$ cat config.mk
export PLATFORM = sky130hd
export DESIGN_NAME = uart_prog_loader
export DESIGN_NICKNAME = d
export VERILOG_FILES = /design/src/rtl/uart_prog_loader.sv
export SDC_FILE = /design/constraint.sdc
export NUM_CORES = 1
export LEC_CHECK = 0
export ABC_AREA = 1
export CORE_UTILIZATION = 45
export CTS_CLUSTER_DIAMETER = 60
export DETAILED_ROUTE_END_ITERATION = 7
export PLACE_DENSITY_LB_ADDON = 0.25
export SYNTH_ARGS = -nofsm -noshare
export SYNTH_HDL_FRONTEND = slang
export SYNTH_SLANG_ARGS = --single-unit
$ cat constraint.sdc
create_clock -name clk_i -period 3.5 [get_ports clk_i]
set_clock_uncertainty 0.1 [all_clocks]
set_input_delay 0.7 -clock clk_i [delete_from_list [all_inputs] [get_ports clk_i]]
set_output_delay 0.7 -clock clk_i [all_outputs]
set_load 0.005 [all_outputs]
$ cat src/rtl/uart_prog_loader.sv
// rtl/uart_prog_loader.sv - serial program loader writing a framed image into main memory
// Optional checksum stage enabled by UART_PROG_LOADER_CHECKSUM_EN.
module uart_prog_loader #(
   parameter int          CLK_FREQ     = 100_000_000,
   parameter int          BAUD         = 115_200,
   parameter int          ADDR_W       = 18,
   parameter int          MAX_WORDS    = 262_144,
   parameter int          TIMEOUT_BITS = 64,
   parameter logic [31:0] MAGIC        = 32'h5AA5_C33C
) (
   input  logic              clk_i,
   input  logic              rst_n,
   input  logic              prog_rx_i,
   output logic              mem_we_o,
   output logic [ADDR_W-1:0] mem_addr_o,
   output logic [31:0]       mem_wdata_o,
   output logic [3:0]        mem_wstrb_o,
   output logic              sys_rst_n_o,
   output logic              prog_mode_o,
   output logic              err_o
);
   localparam int CPB       = CLK_FREQ / BAUD;
   localparam int TO_CYCLES = TIMEOUT_BITS * CPB;
   localparam int BIT_CW    = $clog2(CPB);
   localparam int TO_W      = $clog2(TO_CYCLES + 1);

   typedef enum logic [1:0] {RX_IDLE, RX_START, RX_DATA, RX_STOP} rx_state_t;
   typedef enum logic [2:0] {
      F_IDLE, F_MAGIC, F_LEN, F_DATA,
`ifdef UART_PROG_LOADER_CHECKSUM_EN
      F_CSUM,
`endif
      F_DONE
   } f_state_t;

   rx_state_t         rx_state;
   logic              rx_m, rx_s, rx_p;
   logic [BIT_CW-1:0] bit_cnt;
   logic [2:0]        bit_idx;
   logic [7:0]        rx_shift;
   logic              byte_vld, frame_err;

   always_ff @(posedge clk_i) begin
      if (!rst_n) begin
         rx_m      <= 1'b1;
         rx_s      <= 1'b1;
         rx_p      <= 1'b1;
         rx_state  <= RX_IDLE;
         bit_cnt   <= '0;
         bit_idx   <= '0;
         rx_shift  <= '0;
         byte_vld  <= 1'b0;
         frame_err <= 1'b0;
      end else begin
         rx_m      <= prog_rx_i;
         rx_s      <= rx_m;
         rx_p      <= rx_s;
         byte_vld  <= 1'b0;
         frame_err <= 1'b0;
         case (rx_state)
            RX_IDLE: if (rx_p && !rx_s) begin
               rx_state <= RX_START;
               bit_cnt  <= '0;
            end
            RX_START: if (bit_cnt == BIT_CW'(CPB/2 - 1)) begin
               bit_cnt  <= '0;
               bit_idx  <= '0;
               rx_state <= rx_s ? RX_IDLE : RX_DATA;
            end else bit_cnt <= bit_cnt + 1'b1;
            RX_DATA: if (bit_cnt == BIT_CW'(CPB - 1)) begin
               bit_cnt  <= '0;
               rx_shift <= {rx_s, rx_shift[7:1]};
               bit_idx  <= bit_idx + 1'b1;
               if (bit_idx == 3'd7) rx_state <= RX_STOP;
            end else bit_cnt <= bit_cnt + 1'b1;
            RX_STOP: if (bit_cnt == BIT_CW'(CPB - 1)) begin
               bit_cnt   <= '0;
               rx_state  <= RX_IDLE;
               byte_vld  <= rx_s;
               frame_err <= !rx_s;
            end else bit_cnt <= bit_cnt + 1'b1;
            default: rx_state <= RX_IDLE;
         endcase
      end
   end

   f_state_t          state;
   logic [31:0]       window, word;
   logic [1:0]        byte_idx;
   logic [ADDR_W-1:0] addr, last_addr;
   logic [TO_W-1:0]   to_cnt;
   logic [31:0]       win_next, word_next;
   logic              in_frame;
`ifdef UART_PROG_LOADER_CHECKSUM_EN
   logic [31:0]       sum;
`endif

   assign win_next  = {window[23:0], rx_shift};
   assign word_next = {rx_shift, word[31:8]};
   assign in_frame  = (state == F_LEN) || (state == F_DATA)
`ifdef UART_PROG_LOADER_CHECKSUM_EN
                      || (state == F_CSUM)
`endif
                      ;

   always_ff @(posedge clk_i) begin
      if (!rst_n) begin
         state       <= F_IDLE;
         window      <= '0;
         word        <= '0;
         byte_idx    <= '0;
         addr        <= '0;
         last_addr   <= '0;
         to_cnt      <= '0;
         mem_we_o    <= 1'b0;
         mem_addr_o  <= '0;
         mem_wdata_o <= '0;
         mem_wstrb_o <= '0;
         sys_rst_n_o <= 1'b1;
         prog_mode_o <= 1'b0;
         err_o       <= 1'b0;
`ifdef UART_PROG_LOADER_CHECKSUM_EN
         sum         <= '0;
`endif
      end else begin
         mem_we_o    <= 1'b0;
         mem_wstrb_o <= 4'h0;
         if (frame_err) err_o <= 1'b1;
         case (state)
            F_IDLE, F_MAGIC: if (byte_vld) begin
               if (win_next == MAGIC) begin
                  state       <= F_LEN;
                  window      <= '0;
                  byte_idx    <= '0;
                  to_cnt      <= '0;
                  sys_rst_n_o <= 1'b0;
                  prog_mode_o <= 1'b1;
                  err_o       <= 1'b0;
               end else begin
                  window <= win_next;
                  state  <= F_MAGIC;
               end
            end
            F_LEN: if (byte_vld) begin
               word     <= word_next;
               byte_idx <= byte_idx + 1'b1;
               if (byte_idx == 2'd3) begin
                  addr      <= '0;
                  last_addr <= ADDR_W'(word_next - 32'd1);
`ifdef UART_PROG_LOADER_CHECKSUM_EN
                  sum       <= '0;
                  if (word_next == 32'd0) state <= F_CSUM;
`else
                  if (word_next == 32'd0) state <= F_DONE;
`endif
                  else if (word_next > 32'(MAX_WORDS)) begin
                     err_o       <= 1'b1;
                     state       <= F_IDLE;
                     sys_rst_n_o <= 1'b1;
                     prog_mode_o <= 1'b0;
                  end else state <= F_DATA;
               end
            end
            F_DATA: if (byte_vld) begin
               word     <= word_next;
               byte_idx <= byte_idx + 1'b1;
               if (byte_idx == 2'd3) begin
                  mem_we_o    <= 1'b1;
                  mem_wstrb_o <= 4'hF;
                  mem_addr_o  <= addr;
                  mem_wdata_o <= word_next;
                  addr        <= addr + 1'b1;
`ifdef UART_PROG_LOADER_CHECKSUM_EN
                  sum         <= sum + word_next;
                  if (addr == last_addr) state <= F_CSUM;
`else
                  if (addr == last_addr) state <= F_DONE;
`endif
               end
            end
`ifdef UART_PROG_LOADER_CHECKSUM_EN
            // A bad checksum leaves the core held in reset until a good frame arrives.
            F_CSUM: if (byte_vld) begin
               word     <= word_next;
               byte_idx <= byte_idx + 1'b1;
               if (byte_idx == 2'd3) begin
                  if (word_next == sum) state <= F_DONE;
                  else begin
                     err_o       <= 1'b1;
                     state       <= F_IDLE;
                     prog_mode_o <= 1'b0;
                  end
               end
            end
`endif
            F_DONE: begin
               sys_rst_n_o <= 1'b1;
               prog_mode_o <= 1'b0;
               state       <= F_IDLE;
            end
            default: state <= F_IDLE;
         endcase
         // Inter-byte watchdog; only reachable when no byte arrived this cycle.
         if (in_frame) begin
            if (byte_vld) to_cnt <= '0;
            else if (to_cnt == TO_W'(TO_CYCLES - 1)) begin
               to_cnt      <= '0;
               err_o       <= 1'b1;
               state       <= F_IDLE;
               sys_rst_n_o <= 1'b1;
               prog_mode_o <= 1'b0;
            end else to_cnt <= to_cnt + 1'b1;
         end
      end
   end
endmodule

==> impl_results.md <==
* Leak at 4.04 nW
* Syn avg cell area at 7.20 sq um
* Yosys cell types at 45
* GP Congestion at approximately 0.93
* CP max FO at 56
* Worst Tran Pin Value at ~0.53 ns
* Post-route DRC at 0
* Synth Register Bits at 187
* Reg area at 0.00374 sq mm
* Pint at approximately 0.0034 W
* Sw frac at 0.216
* PD cells at between 400 and 500 mW/mm^2
* Clock network power share at 0.487
* Fmax at 420 MHz
* R2R Setup Slk at 1.12 ns
* Core Region at 0.0187 sq mm
* Place WS at 1.14 ns
* Total number of vias at 7796
* Largest net degree at the start of global routing at 57
* Fill count at 1823
* TritonCTS clock tree: yes
* Die ar. at 0.0197 sq mm
* Syn Inst Count at 1194
* WP data arrival at 2.65 ns
* VDD IR max at 340 uV
* Port Buf Inserts at 60
* ANT cells at 0
* Syn-to-layout area delta at 16.1%
* Chip Height at 140 microns
* CTS Buffer Depth at 2
* Total CTS buffers at 17
* Worst setup EP type: flip-flop
* Final setup fails at 0
* Vias in the first global route at 7053
* Die width at 140 microns
* Seq/Total Area, Yosys at 0.435
* DR WL met2 at 8960 microns
* WS Path Type: flip-flop to flip-flop
* Top Layer Used: met4
* Grt ovf at 0
* MaxCap Viol Count at 0
* Number of synthesized flops with an enable pin at 0
* Synth Flop Type: dfxtp_1
* Crit. Startpoint: byte_idx[0]
* Relative slew slack at 0.647
* Syn nets at 1206
* Num rows at 50
* First-pass GRT wire length at between 30000 and 40000 microns
* Final hold violation count at 0
* Wire per inst at between 10 and 15 microns
* Ys Warns at 0
* Combinational Power Share at 0.023
* Share of layout cells above drive strength 1 at 0.0643
* Met3 routed WL at 732 microns
* Hold WC Path Type: flip-flop to flip-flop
* Crit path to: mem_addr_o[13]
* Clock Sinks at approximately 190
* Final ANT Viol Nets at 0
* Outcome: completed
* Synthesized cell area at 0.00860 sq mm
* Final Cell Area at 0.00998 sq mm
* Final WS setup at 1.12 ns
* Boundary pin count at 61
* CP Data Required Time at 3.76 ns
* Reg2Reg Capture Point: mem_addr_o[13]
* R2R Path Start: byte_idx[0]
* Initial core utilization at 0.460
* RSZ-0062 raised after global routing: no
* DR vias/cell at 5.27
* Reg2Reg Depth at 8
* Initial DRC Count at 658
* Area after DPL at 0.00933 sq mm
* Post-route clock period utilization at 0.680
* Pre-antenna DRT Iters at 4
* Gr usage total at 0.217
* Async set-or-reset flop fraction in the synthesized netlist at 0
* Hold Buf Count CTS at 0
* H-Tree Depth at 4
* Multi-input logic area at 0.00411 sq mm
* Root Buffer: clkbuf_16
* Initial antenna violation count at 0
* Detailed placement HPWL at 14500 microns
* DRT met1 WL at 10700 microns
* Pins Over Slew Limit at 0
* Startpoint Class: flip-flop
* Final #Nets at approximately 1200
* Post-CTS setup repair buffer count at 0
* Fin crit period at 2.38 ns
* Clk slew on worst S/H paths at 0.07 ns
* Post-CTS Resized at 0
* Worst skew pair latency at 0.44 ns
* Power, Total at approximately 0.0044 W
* Final WL at 20600 microns
* Sequential group share of total power at 0.489
* Net Sw Power at 0.000947 W
* Total Neg Setup Slack at 0 ns
## per-stage QoR
| step | hold WS (ns) | util | cells |
|---|---|---|---|
| after floorplan | 0.293 | - | 1194 |
| after global placement | 0.310 | 0.499 | 1446 |
| after detailed placement | 0.313 | 0.499 | 1446 |
| after CTS | 0.330 | 0.534 | 1478 |
| after global routing | 0.343 | 0.534 | 1478 |
| final | 0.324 | 0.534 | 1478 |
## kinds of logic after synthesis
| kind of cell | after synthesis | share of synthesized area |
|---|---|---|
| simple gates | 469 | 0.244 |
| xor+xnor | 22 | 0.0224 |
| compound gates | 323 | 0.199 |
| fa+ha+maj | 9 | 0.0131 |
| flops | 187 | 0.435 |
| buf+inv | 184 | 0.0867 |
## layer usage
layer	vias to the layer above	global-route usage
met2	149	0.338
met4	0	0.0630
li1	4039	-
met1	3589	0.310
met5	-	0
met3	19	0.0318
## flip-flops by register name (all words and copies together) (netlist names), 2 cells and up, named ones only
register and count:
mem_wdata_o 32, to_cnt 16, last_addr 18, byte_idx 2, state 3, mem_addr_o 18, addr 18, window 24
rx_shift 8, bit_idx 3, bit_cnt 10, word 24
## power by group through the flow
stage / logic (W) / clock network [W] / registers (W)
after CTS: 0.000102 / 0.00216 / 0.00214
after global placement: 0.0000998 / 0 / 0.00219
final: 0.000102 / 0.00213 / 0.00214
after global routing: 0.000115 / 0.00225 / 0.00214
after floorplan: 0.0000748 / 0 / 0.00219
after detailed placement: 0.000101 / 0 / 0.00219
## how the worst min path moves through the flow
stage          start   end  slack [ns]  cells past startpoint
2_1_floorplan   rx_m  rx_s        0.29                      1
3_3_place_gp    rx_m  rx_s        0.31                      1
3_5_place_dp    rx_m  rx_s        0.31                      1
4_1_cts         rx_m  rx_s        0.33                      1
5_1_grt         rx_m  rx_s        0.34                      1
6_report        rx_m  rx_s        0.32                      1
## cell usage after synthesis (2+ instances only)
library cell    n  area, sq um
a211oi_1       12         90.1
a21oi_1       139          696
a31oi_1         5         31.3
buf_1           3         11.3
buf_2          13         65.1
buf_4           6         45.0
buf_6           2         22.5
clkbuf_1       27          101
dfxtp_1       187         3740
ha_1            9          113
inv_1         123          462
inv_2           9         33.8
nand2_1       173          649
nand2_2         3         18.8
nand2_4         3         33.8
nand3_1        62          310
nand3b_1        4         30.0
nand4_1        27          169
nor2_1        150          563
nor2_2          3         18.8
nor2_4          4         45.0
nor3_1         23          115
nor3_2          2         20.0
nor4_1          2         12.5
o211ai_1        7         52.6
o21a_1          2         15.0
o21ai_0       142          711
o21ai_1         5         25.0
o21bai_1        3         22.5
o22ai_1         2         12.5
or2_1           2         12.5
or2_2           7         43.8
xnor2_1         6         52.6
xor2_1         16          140
## cells in the final DEF (no fill, tap or decap), types with 4 or more instances in the layout
master / synthesis / layout
nor2_4: 4 / 4
nand4_1: 27 / 27
a31oi_1: 5 / 5
xor2_1: 16 / 16
nor2_2: 3 / 4
clkdlybuf4s50_1: 0 / 59
nand3_1: 62 / 62
or2_2: 7 / 7
xnor2_1: 6 / 6
nor2_1: 150 / 149
o21ai_0: 142 / 142
buf_4: 6 / 10
nand3b_1: 4 / 4
nor3_1: 23 / 23
dfxtp_1: 187 / 187
inv_6: 0 / 4
inv_1: 123 / 123
nand2_1: 173 / 173
o21ai_1: 5 / 5
a21oi_1: 139 / 139
inv_2: 9 / 9
a211oi_1: 12 / 12
clkbuf_16: 0 / 17
o211ai_1: 7 / 7
bufinv_16: 0 / 4
ha_1: 9 / 9
## worst max-delay path, cell delays in order, from the launching register on
cell and delay [ns]:
dfxtp_1 0.37, ha_1 0.25, nand2_4 0.10, inv_2 0.10, nand2_1 0.29, inv_2 0.52, buf_12 0.28, o21ai_0 0.12
a21oi_1 0.15
## final cells by class
| cell class | instances | area share |
|---|---|---|
| Clock buffer | 21 | 0.0471 |
| Clock inverter | 11 | 0.0180 |
| Tap cell | 234 | 0.0293 |
| Inverter | 132 | 0.0496 |
| Sequential cell | 187 | 0.375 |
| Timing Repair Buffer | 70 | 0.0687 |
| Multi-Input combinational cell | 823 | 0.412 |
Note: power is estimated with default switching activity, not from simulation.
